File: config.mk
export PLATFORM = sky130hd
export DESIGN_NAME = sub_lectura_hs_flat
export DESIGN_NICKNAME = d
export VERILOG_FILES = /design/src/rtl/sub_lectura_hs_pkg.sv /design/src/rtl/sub_lectura_hs_if.sv /design/src/rtl/sub_lectura_hs_fifo.sv /design/src/rtl/sub_lectura_hs.sv /design/src/flat_wrapper.sv
export SDC_FILE = /design/constraint.sdc
export NUM_CORES = 1
export LEC_CHECK = 0
export CAP_MARGIN = 20
export CORE_UTILIZATION = 48
export CTS_CLUSTER_SIZE = 20
export DETAILED_ROUTE_END_ITERATION = 6
export PLACE_DENSITY_LB_ADDON = 0.3
export REMOVE_ABC_BUFFERS = 1
export SETUP_SLACK_MARGIN = 0.02
export SKIP_CTS_REPAIR_TIMING = 1
export SYNTH_ARGS = -nofsm -noshare
export SYNTH_HDL_FRONTEND = slang
export SYNTH_SLANG_ARGS = --single-unit
export TNS_END_PERCENT = 100
File: constraint.sdc
create_clock -name clk -period 2.29 [get_ports clk]
set_input_delay 0.5725 -clock clk [delete_from_list [all_inputs] [get_ports clk]]
set_output_delay 0.5725 -clock clk [all_outputs]
set_load 0.05 [all_outputs]
File: src/rtl/sub_lectura_hs_pkg.sv
// Shared types and operand-formatting helpers for the Booth operand-read stage.
package booth_pkg;
  localparam int ANCHO_DEF = 4;
  localparam int PROF_DEF  = 2;
  // Helpers work on a wide container; callers cast the result to their real width.
  localparam int MAXW      = 64;
  localparam int IW        = $clog2(MAXW);

  typedef struct packed {
    logic [ANCHO_DEF:0]   m;
    logic [ANCHO_DEF+1:0] q;
    logic                 sgn;
  } entry_t;

  // Extend a w-bit operand by one bit (sign or zero); bits above w are filled too.
  function automatic logic [MAXW:0] ext_m(input logic [MAXW-1:0] a, input int w,
                                          input logic sgn);
    logic [MAXW:0] mask;
    mask = {(MAXW+1){1'b1}} << w;
    return (sgn && a[IW'(w-1)]) ? ({1'b0, a} | mask) : {1'b0, a};
  endfunction

  // Extended multiplier with the Q(-1) bit appended as zero.
  function automatic logic [MAXW+1:0] ext_q(input logic [MAXW-1:0] b, input int w,
                                            input logic sgn);
    return {ext_m(b, w, sgn), 1'b0};
  endfunction
endpackage

File: src/rtl/sub_lectura_hs_if.sv
// Handshake bus between the operand source, the read stage and the Booth core.
interface sub_lectura_hs_if #(parameter int ANCHO = 4, parameter int PROF = 2);
  logic                       in_valid;
  logic                       in_ready;
  logic [ANCHO-1:0]           in_a;
  logic [ANCHO-1:0]           in_b;
  logic                       in_signed;
  logic                       out_valid;
  logic                       out_ready;
  logic [ANCHO:0]             out_m;
  logic [ANCHO+1:0]           out_q;
  logic                       out_signed;
  logic [$clog2(PROF+1)-1:0]  count;

  modport slave (
    input  in_valid, in_a, in_b, in_signed, out_ready,
    output in_ready, out_valid, out_m, out_q, out_signed, count
  );
  modport master (
    output in_valid, in_a, in_b, in_signed, out_ready,
    input  in_ready, out_valid, out_m, out_q, out_signed, count
  );
endinterface

File: src/rtl/sub_lectura_hs_fifo.sv
// Circular entry buffer with occupancy count; any depth, pointers wrap at PROF-1.
module fifo_lectura #(
  parameter int  PROF = 2,
  parameter type T    = booth_pkg::entry_t
) (
  input  logic                      clk,
  input  logic                      rst,
  input  logic                      i_push,
  input  logic                      i_pop,
  input  T                          i_data,
  output T                          o_data,
  output logic [$clog2(PROF+1)-1:0] o_count,
  output logic                      o_full,
  output logic                      o_empty
);
  localparam int CW = $clog2(PROF+1);
  localparam int PW = (PROF > 1) ? $clog2(PROF) : 1;

  T              r_mem [PROF];
  logic [PW-1:0] r_wr, r_rd, w_last;
  logic [CW-1:0] r_count;

  function automatic logic [PW-1:0] nxt(input logic [PW-1:0] p);
    return (p == PW'(PROF-1)) ? '0 : p + 1'b1;
  endfunction

  always_ff @(posedge clk or negedge rst) begin
    if (!rst) begin
      r_wr    <= '0;
      r_rd    <= '0;
      r_count <= '0;
      for (int i = 0; i < PROF; i++) r_mem[i] <= '0;
    end else begin
      if (i_push) begin
        r_mem[r_wr] <= i_data;
        r_wr        <= nxt(r_wr);
      end
      if (i_pop) r_rd <= nxt(r_rd);
      case ({i_push, i_pop})
        2'b10:   r_count <= r_count + 1'b1;
        2'b01:   r_count <= r_count - 1'b1;
        default: ;
      endcase
    end
  end

  // While empty, show the slot just behind the read pointer so outputs hold the last entry.
  assign w_last  = (r_rd == '0) ? PW'(PROF-1) : r_rd - 1'b1;
  assign o_empty = (r_count == '0);
  assign o_full  = (r_count == CW'(PROF));
  assign o_count = r_count;
  assign o_data  = o_empty ? r_mem[w_last] : r_mem[r_rd];
endmodule

File: src/rtl/sub_lectura_hs.sv
// Operand-read stage: formats multiplicand/multiplier at push and queues them for the Booth core.
module sub_lectura_hs
  import booth_pkg::*;
#(
  parameter int ANCHO = ANCHO_DEF,
  parameter int PROF  = PROF_DEF
) (
  input logic              clk,
  input logic              rst,
  sub_lectura_hs_if.slave  bus
);
  typedef struct packed {
    logic [ANCHO:0]   m;
    logic [ANCHO+1:0] q;
    logic             sgn;
  } ent_t;

  ent_t                      w_in, w_head;
  logic                      w_push, w_pop, w_full, w_empty;
  logic [$clog2(PROF+1)-1:0] w_count;

  always_comb begin
    w_in     = '0;
    w_in.m   = (ANCHO+1)'(ext_m(MAXW'(bus.in_a), ANCHO, bus.in_signed));
    w_in.q   = (ANCHO+2)'(ext_q(MAXW'(bus.in_b), ANCHO, bus.in_signed));
    w_in.sgn = bus.in_signed;
  end

  // in_ready is purely occupancy based, so a full buffer never takes a push even on a pop cycle.
  assign w_push = bus.in_valid && !w_full;
  assign w_pop  = !w_empty && bus.out_ready;

  fifo_lectura #(.PROF(PROF), .T(ent_t)) u_fifo (
    .clk     (clk),
    .rst     (rst),
    .i_push  (w_push),
    .i_pop   (w_pop),
    .i_data  (w_in),
    .o_data  (w_head),
    .o_count (w_count),
    .o_full  (w_full),
    .o_empty (w_empty)
  );

  assign bus.in_ready   = !w_full;
  assign bus.out_valid  = !w_empty;
  assign bus.out_m      = w_head.m;
  assign bus.out_q      = w_head.q;
  assign bus.out_signed = w_head.sgn;
  assign bus.count      = w_count;
endmodule

File: src/flat_wrapper.sv
// flat-port wrapper written by rule: the top's interface ports become plain ports
module sub_lectura_hs_flat import booth_pkg::*;
#(
  parameter int ANCHO = ANCHO_DEF,
  parameter int PROF  = PROF_DEF
)
  (clk, rst, bus_in_valid, bus_in_a, bus_in_b, bus_in_signed, bus_out_ready, bus_in_ready, bus_out_valid, bus_out_m, bus_out_q, bus_out_signed, bus_count);
  sub_lectura_hs_if #(.ANCHO(ANCHO), .PROF(PROF)) bus_i ();
  input logic clk;
  input logic rst;
  input wire logic [$bits(bus_i.in_valid)-1:0] bus_in_valid;
  input wire logic [$bits(bus_i.in_a)-1:0] bus_in_a;
  input wire logic [$bits(bus_i.in_b)-1:0] bus_in_b;
  input wire logic [$bits(bus_i.in_signed)-1:0] bus_in_signed;
  input wire logic [$bits(bus_i.out_ready)-1:0] bus_out_ready;
  output wire logic [$bits(bus_i.in_ready)-1:0] bus_in_ready;
  output wire logic [$bits(bus_i.out_valid)-1:0] bus_out_valid;
  output wire logic [$bits(bus_i.out_m)-1:0] bus_out_m;
  output wire logic [$bits(bus_i.out_q)-1:0] bus_out_q;
  output wire logic [$bits(bus_i.out_signed)-1:0] bus_out_signed;
  output wire logic [$bits(bus_i.count)-1:0] bus_count;
  assign bus_i.in_valid = bus_in_valid;
  assign bus_i.in_a = bus_in_a;
  assign bus_i.in_b = bus_in_b;
  assign bus_i.in_signed = bus_in_signed;
  assign bus_i.out_ready = bus_out_ready;
  assign bus_in_ready = bus_i.in_ready;
  assign bus_out_valid = bus_i.out_valid;
  assign bus_out_m = bus_i.out_m;
  assign bus_out_q = bus_i.out_q;
  assign bus_out_signed = bus_i.out_signed;
  assign bus_count = bus_i.count;
  sub_lectura_hs #(.ANCHO(ANCHO), .PROF(PROF)) u_core (.clk(clk), .rst(rst), .bus(bus_i));
endmodule
==> results of run 1 <==
==> synth_stat cells <==
cell	n
and3_1	1
xor2_2	1
buf_6	1
buf_4	3
and2_1	2
xor2_1	2
ha_1	1
nand2b_4	1
mux2_4	10
nor2_1	1
nand2_1	1
or2_4	1
and3b_1	1
conb_1	1
dfrtp_1	26
mux2_2	23
xnor2_1	3
and2_2	1
==> path summary, 6_finish.rpt <==
kind	startpoint	end	slack (ps)	cells past startpoint
worst max-delay path	u_core.u_fifo.o_count[0]	bus_out_m[0]	-100	5
worst min register to register	u_core.u_fifo.r_wr	u_core.u_fifo.r_wr	520	1
worst max register to register	u_core.u_fifo.o_count[0]	u_core.u_fifo.o_count[1]	710	6
min in group asynchronous	rst	u_core.u_fifo.r_mem[22]	610	2
worst min-delay path	u_core.u_fifo.r_wr	u_core.u_fifo.r_wr	520	1
max in group asynchronous	rst	u_core.u_fifo.r_mem[16]	1440	2
==> state kept, by name (all words and copies together) (netlist names) <==
register,flops
u_core.u_fifo.o_count,2
u_core.u_fifo.r_mem,22
u_core.u_fifo.r_rd,1
u_core.u_fifo.r_wr,1
==> cell type report <==
class,instances,area [sq um]
Fill cell,169,701
Sequential cell,26,651
Multi-Input combinational cell,50,566
Timing Repair Buffer,35,448
Tap cell,30,37.5
Clock inverter,1,30.0
Clock buffer,3,22.5
==> stage by stage <==
step	cell area [sq um]	setup slack [ps]	util, %	setup TNS, ps
3_3_place_gp	1660	275	67.5	0
4_1_cts	1710	-126	69.6	-1160
5_1_grt	1750	-190	71.5	-1880
3_5_place_dp	1660	247	67.5	0
6_report	1750	-102	71.5	-908
2_1_floorplan	1200	-414	-	-3580
==> critical path: cells and delay by family, from the launching register on <==
| family | cells | cell delay, ps |
|---|---|---|
| xor gates and xnor gates | 1 | 170 |
| DFF | 1 | 400 |
| buffers and inverters | 2 | 320 |
| muxes | 1 | 320 |
| and+or+nand+nor | 1 | 280 |
==> per-layer routing <==
layer	vias up	global-route usage [%]
li1	345	-
met1	369	21.3
met2	15	28.9
met3	2	3.48
met4	0	6.58
met5	-	0
==> logic make-up after synthesis <==
kind of cell	count (synthesis)	share of synthesized area, %
mux	33	33.1
flops	26	52.7
simple gates	9	5.27
xor+xnor	6	4.86
buf+inv	4	2.74
fa+ha+maj	1	1.01
other cells	1	0.304
==> flow_summary.ini, run 1 <==
[synth]
synth_area_leaders = dfrtp_1 (53%), mux2_2 (21%), mux2_4 (12%)
avgSynthCellArea_sq_um = 15.4
synth_top_area_share_pct = 52.7
synth_top_area_cell = dfrtp_1
syn_area_sq_um = 1230
ys_seq_area_share_pct = 52.7
syn-instance-count = 80
synth.distinct_cells = 18
yosys_warnings = 0
yosys_register_bits = 26

[sta]
relSlewSlack_pct = 65.5
layout_min_cycle_time_ps = 2390
hold_viol = 0
slew_violations = 0
worst_pin_slew_ps = 516
max_freq_mhz = 418
setup_slack_ps = -102
final.setup_skew_ps = 7.31
setup_viol = 11
fin_crit_sh_pct = 104
timing.hold.ws_ps = 518
rsz0062_at_grt = true

[final_layout]
n_antenna_cell = 0
layoutNonFillerInstCount = 145
layout_commonest_cell = dfrtp_1
area_delta_synth_final_pct = 42.0
fin_nets = 130
mostFrequentLayoutCells = dfrtp_1 (26), mux2_2 (22), clkdlybuf4s50_1 (12)
drive_gt1_share_pct = 53.0

[cts]
htree_levels = 1
cts_root_buf = clkbuf_4
cts_tree = yes
clock_latency_ps = 310
cts_buffers = 3
clkTransAtPathRegs_ps = 140
cts_buffer_depth = 2
cts.sinks = 26

[worst_setup_path]
max_stage_delay_ps = 400
cpMaxStageDelayCell = dfrtp_1
worstPathArrival_ps = 1820
critPathKind = flip-flop to primary output
critPathCaptureType = primary output
crit_chain = or2_4 > xor2_4 > buf_6 > mux2_4 > buf_12
crit_fanout = 7
critical_path_required_ps = 1720
critPathLaunchType = flip-flop

[place]
io_buffers = 27
gp_congestion = 0.658
dp.cells = 140

[routing]
drt_wl_total_um = 2090
wl_met3_um = 89
vias_per_cell = 5.04
vias = 731
route.detailed.drc = 0
wl_met2_um = 1090
wire_per_inst_um = 14.4
drt-met1-wl_um = 894
drt_iter0_drc = 0
routed.top_layer = met4
ant_nets = 0
firstDrtPassIters = 1

[status]
status = finished with violations
violations = negative setup slack

[grt]
track_usage_pct = 17.1
antenna_found_initial = 0
grt_pass1_wl_um = 3350
grt_overflow_total = 0
grt_max_degree = 27
grt_pass1_vias = 745

[floorplan]
ioPinCount = 29
start_util_pct = 50.3
die_y_um = 52.7
dieArea_sq_um = 2780
die_w_um = 52.7
core-area_sq_um = 2450
num_rows = 18

[run]
drv_cap = 0

[hold_path]
hp-class = flip-flop to flip-flop
Power of run 1 is left out: the tool's default activity adds up to more than one toggle a clock period on the data nets, which glitch-free logic cannot reach.
==> inputs of run 2 (changes only) <==
Settings changed: CORE_MARGIN from default to 3.
==> flow_summary.ini, run 2 (synthesized netlist as in run 1, its figures left out) <==
[final_layout]
largest_reg_flops = 22
fillers = 137
layout_commonest_cell = dfrtp_1
area_delta_synth_final_pct = 42.7
fin_nets = 134
mostFrequentLayoutCells = dfrtp_1 (26), mux2_2 (22), clkdlybuf4s50_1 (12)
n_antenna_cell = 0
top_register = u_core.u_fifo.r_mem
drive_gt1_share_pct = 54.6
fin_util_pct = 76.0

[worst_setup_path]
crit_chain = or2_4 > xor2_4 > buf_6 > mux2_4 > buf_12
crit_fanout = 5
critical_path_required_ps = 1720
critPathLaunchType = flip-flop
crit_end = bus_out_m[4]
max_stage_delay_ps = 410
reg2reg_to = u_core.u_fifo.o_count[1]
rr_worst_depth = 6
reg2reg_slack_ps = 590
crit_cells = 5
worstPathArrival_ps = 1850
r2r_start = u_core.u_fifo.o_count[1]
path_buf_inv = 2
cpMaxStageDelayCell = dfrtp_1
critPathKind = flip-flop to primary output
startpoint = u_core.u_fifo.o_count[1]
critPathCaptureType = primary output
path_delay_family = flip-flops

[cts]
cts.sinks = 26
cts_buffer_depth = 2
cts_root_buf = clkbuf_4
cts_buffers = 3
clkTransAtPathRegs_ps = 130
clock_latency_ps = 320
htree_levels = 1
cts_tree = yes

[floorplan]
num_rows = 17
dieArea_sq_um = 3220
ioPinCount = 29
core-area_sq_um = 2320
start_util_pct = 53.3
die_w_um = 56.7
die_y_um = 56.7

[sta]
setup_slack_ps = -130
layout_min_cycle_time_ps = 2420
setup_viol = 11
hold_viol = 0
slew_violations = 0
fin_crit_sh_pct = 106
rsz0062_at_grt = true
max_freq_mhz = 413
worst_pin_slew_ps = 515
relSlewSlack_pct = 65.6
final.setup_skew_ps = 1.18

[grt]
gr-usage-met3_pct = 4.83
track_usage_pct = 14.8
grt_max_degree = 27
use_met2_pct = 25.2
grt_overflow_total = 0
grt_busiest_layer = met2
antenna_found_initial = 0
met1_usage_pct = 16.3
grt_pass1_vias = 796
grt_pass1_wl_um = 3570

[status]
violations = negative setup slack
status = finished with violations

[routing]
vias_per_cell = 5.13
ant_nets = 0
drt_iter0_drc = 2
vias = 754
route.detailed.drc = 0
drt_wl_total_um = 2190
firstDrtPassIters = 3
wire_per_inst_um = 14.9

[place]
dp_hpwl_um = 1620
io_buffers = 27
gp_congestion = 0.713

[hold_path]
hp-class = flip-flop to flip-flop

[run]
drv_cap = 0
[run 2: cell count changes in the layout (fill, tap and decap cells not counted)]
cell       delta
buf_8         -1
buf_6         +1
buf_4         +4
clkbuf_8      +1
bufinv_16     -1
[run 2: final cells by class]
cell class / count / area (sq um) / share of cell area, %
multi-input cells: 50 / 566 / 32.1
repair buffers: 39 / 474 / 26.9
clock buffers: 4 / 36.3 / 2.06
flip-flops and latches: 26 / 651 / 36.9
well taps: 28 / 35.0 / 1.99
[run 2: worst min-delay path by stage]
stage,startpoint,endpoint,slack (ps),depth (start not counted)
CTS,u_core.u_fifo.r_wr,u_core.u_fifo.r_wr,510,1
finish,u_core.u_fifo.r_wr,u_core.u_fifo.r_wr,500,1
global placement,u_core.u_fifo.r_wr,u_core.u_fifo.r_wr,470,1
floorplan,rst,u_core.u_fifo.o_count[0],280,0
detailed placement,u_core.u_fifo.r_wr,u_core.u_fifo.r_wr,480,1
global route,u_core.u_fifo.r_wr,u_core.u_fifo.r_wr,520,1
[run 2: through the flow]
stage               setup WS (ps)  std cells  setup TNS [ps]  area [sq um]  hold slack [ps]
CTS                          -197        143           -1850          1700              505
global placement              242        139               0          1660              471
floorplan                    -414         76           -3580          1200              277
finish                       -130        147           -1310          1760              500
global route                 -201        147           -2080          1760              524
detailed placement            199        139               0          1660              483
[run 2: routing by layer]
metal	share of wire, %	wire length [um]
met1	39	862
met2	54	1180
met3	5.1	112
met4	1.4	31
met5	0	0
Power of run 2 is left out for the same reason.
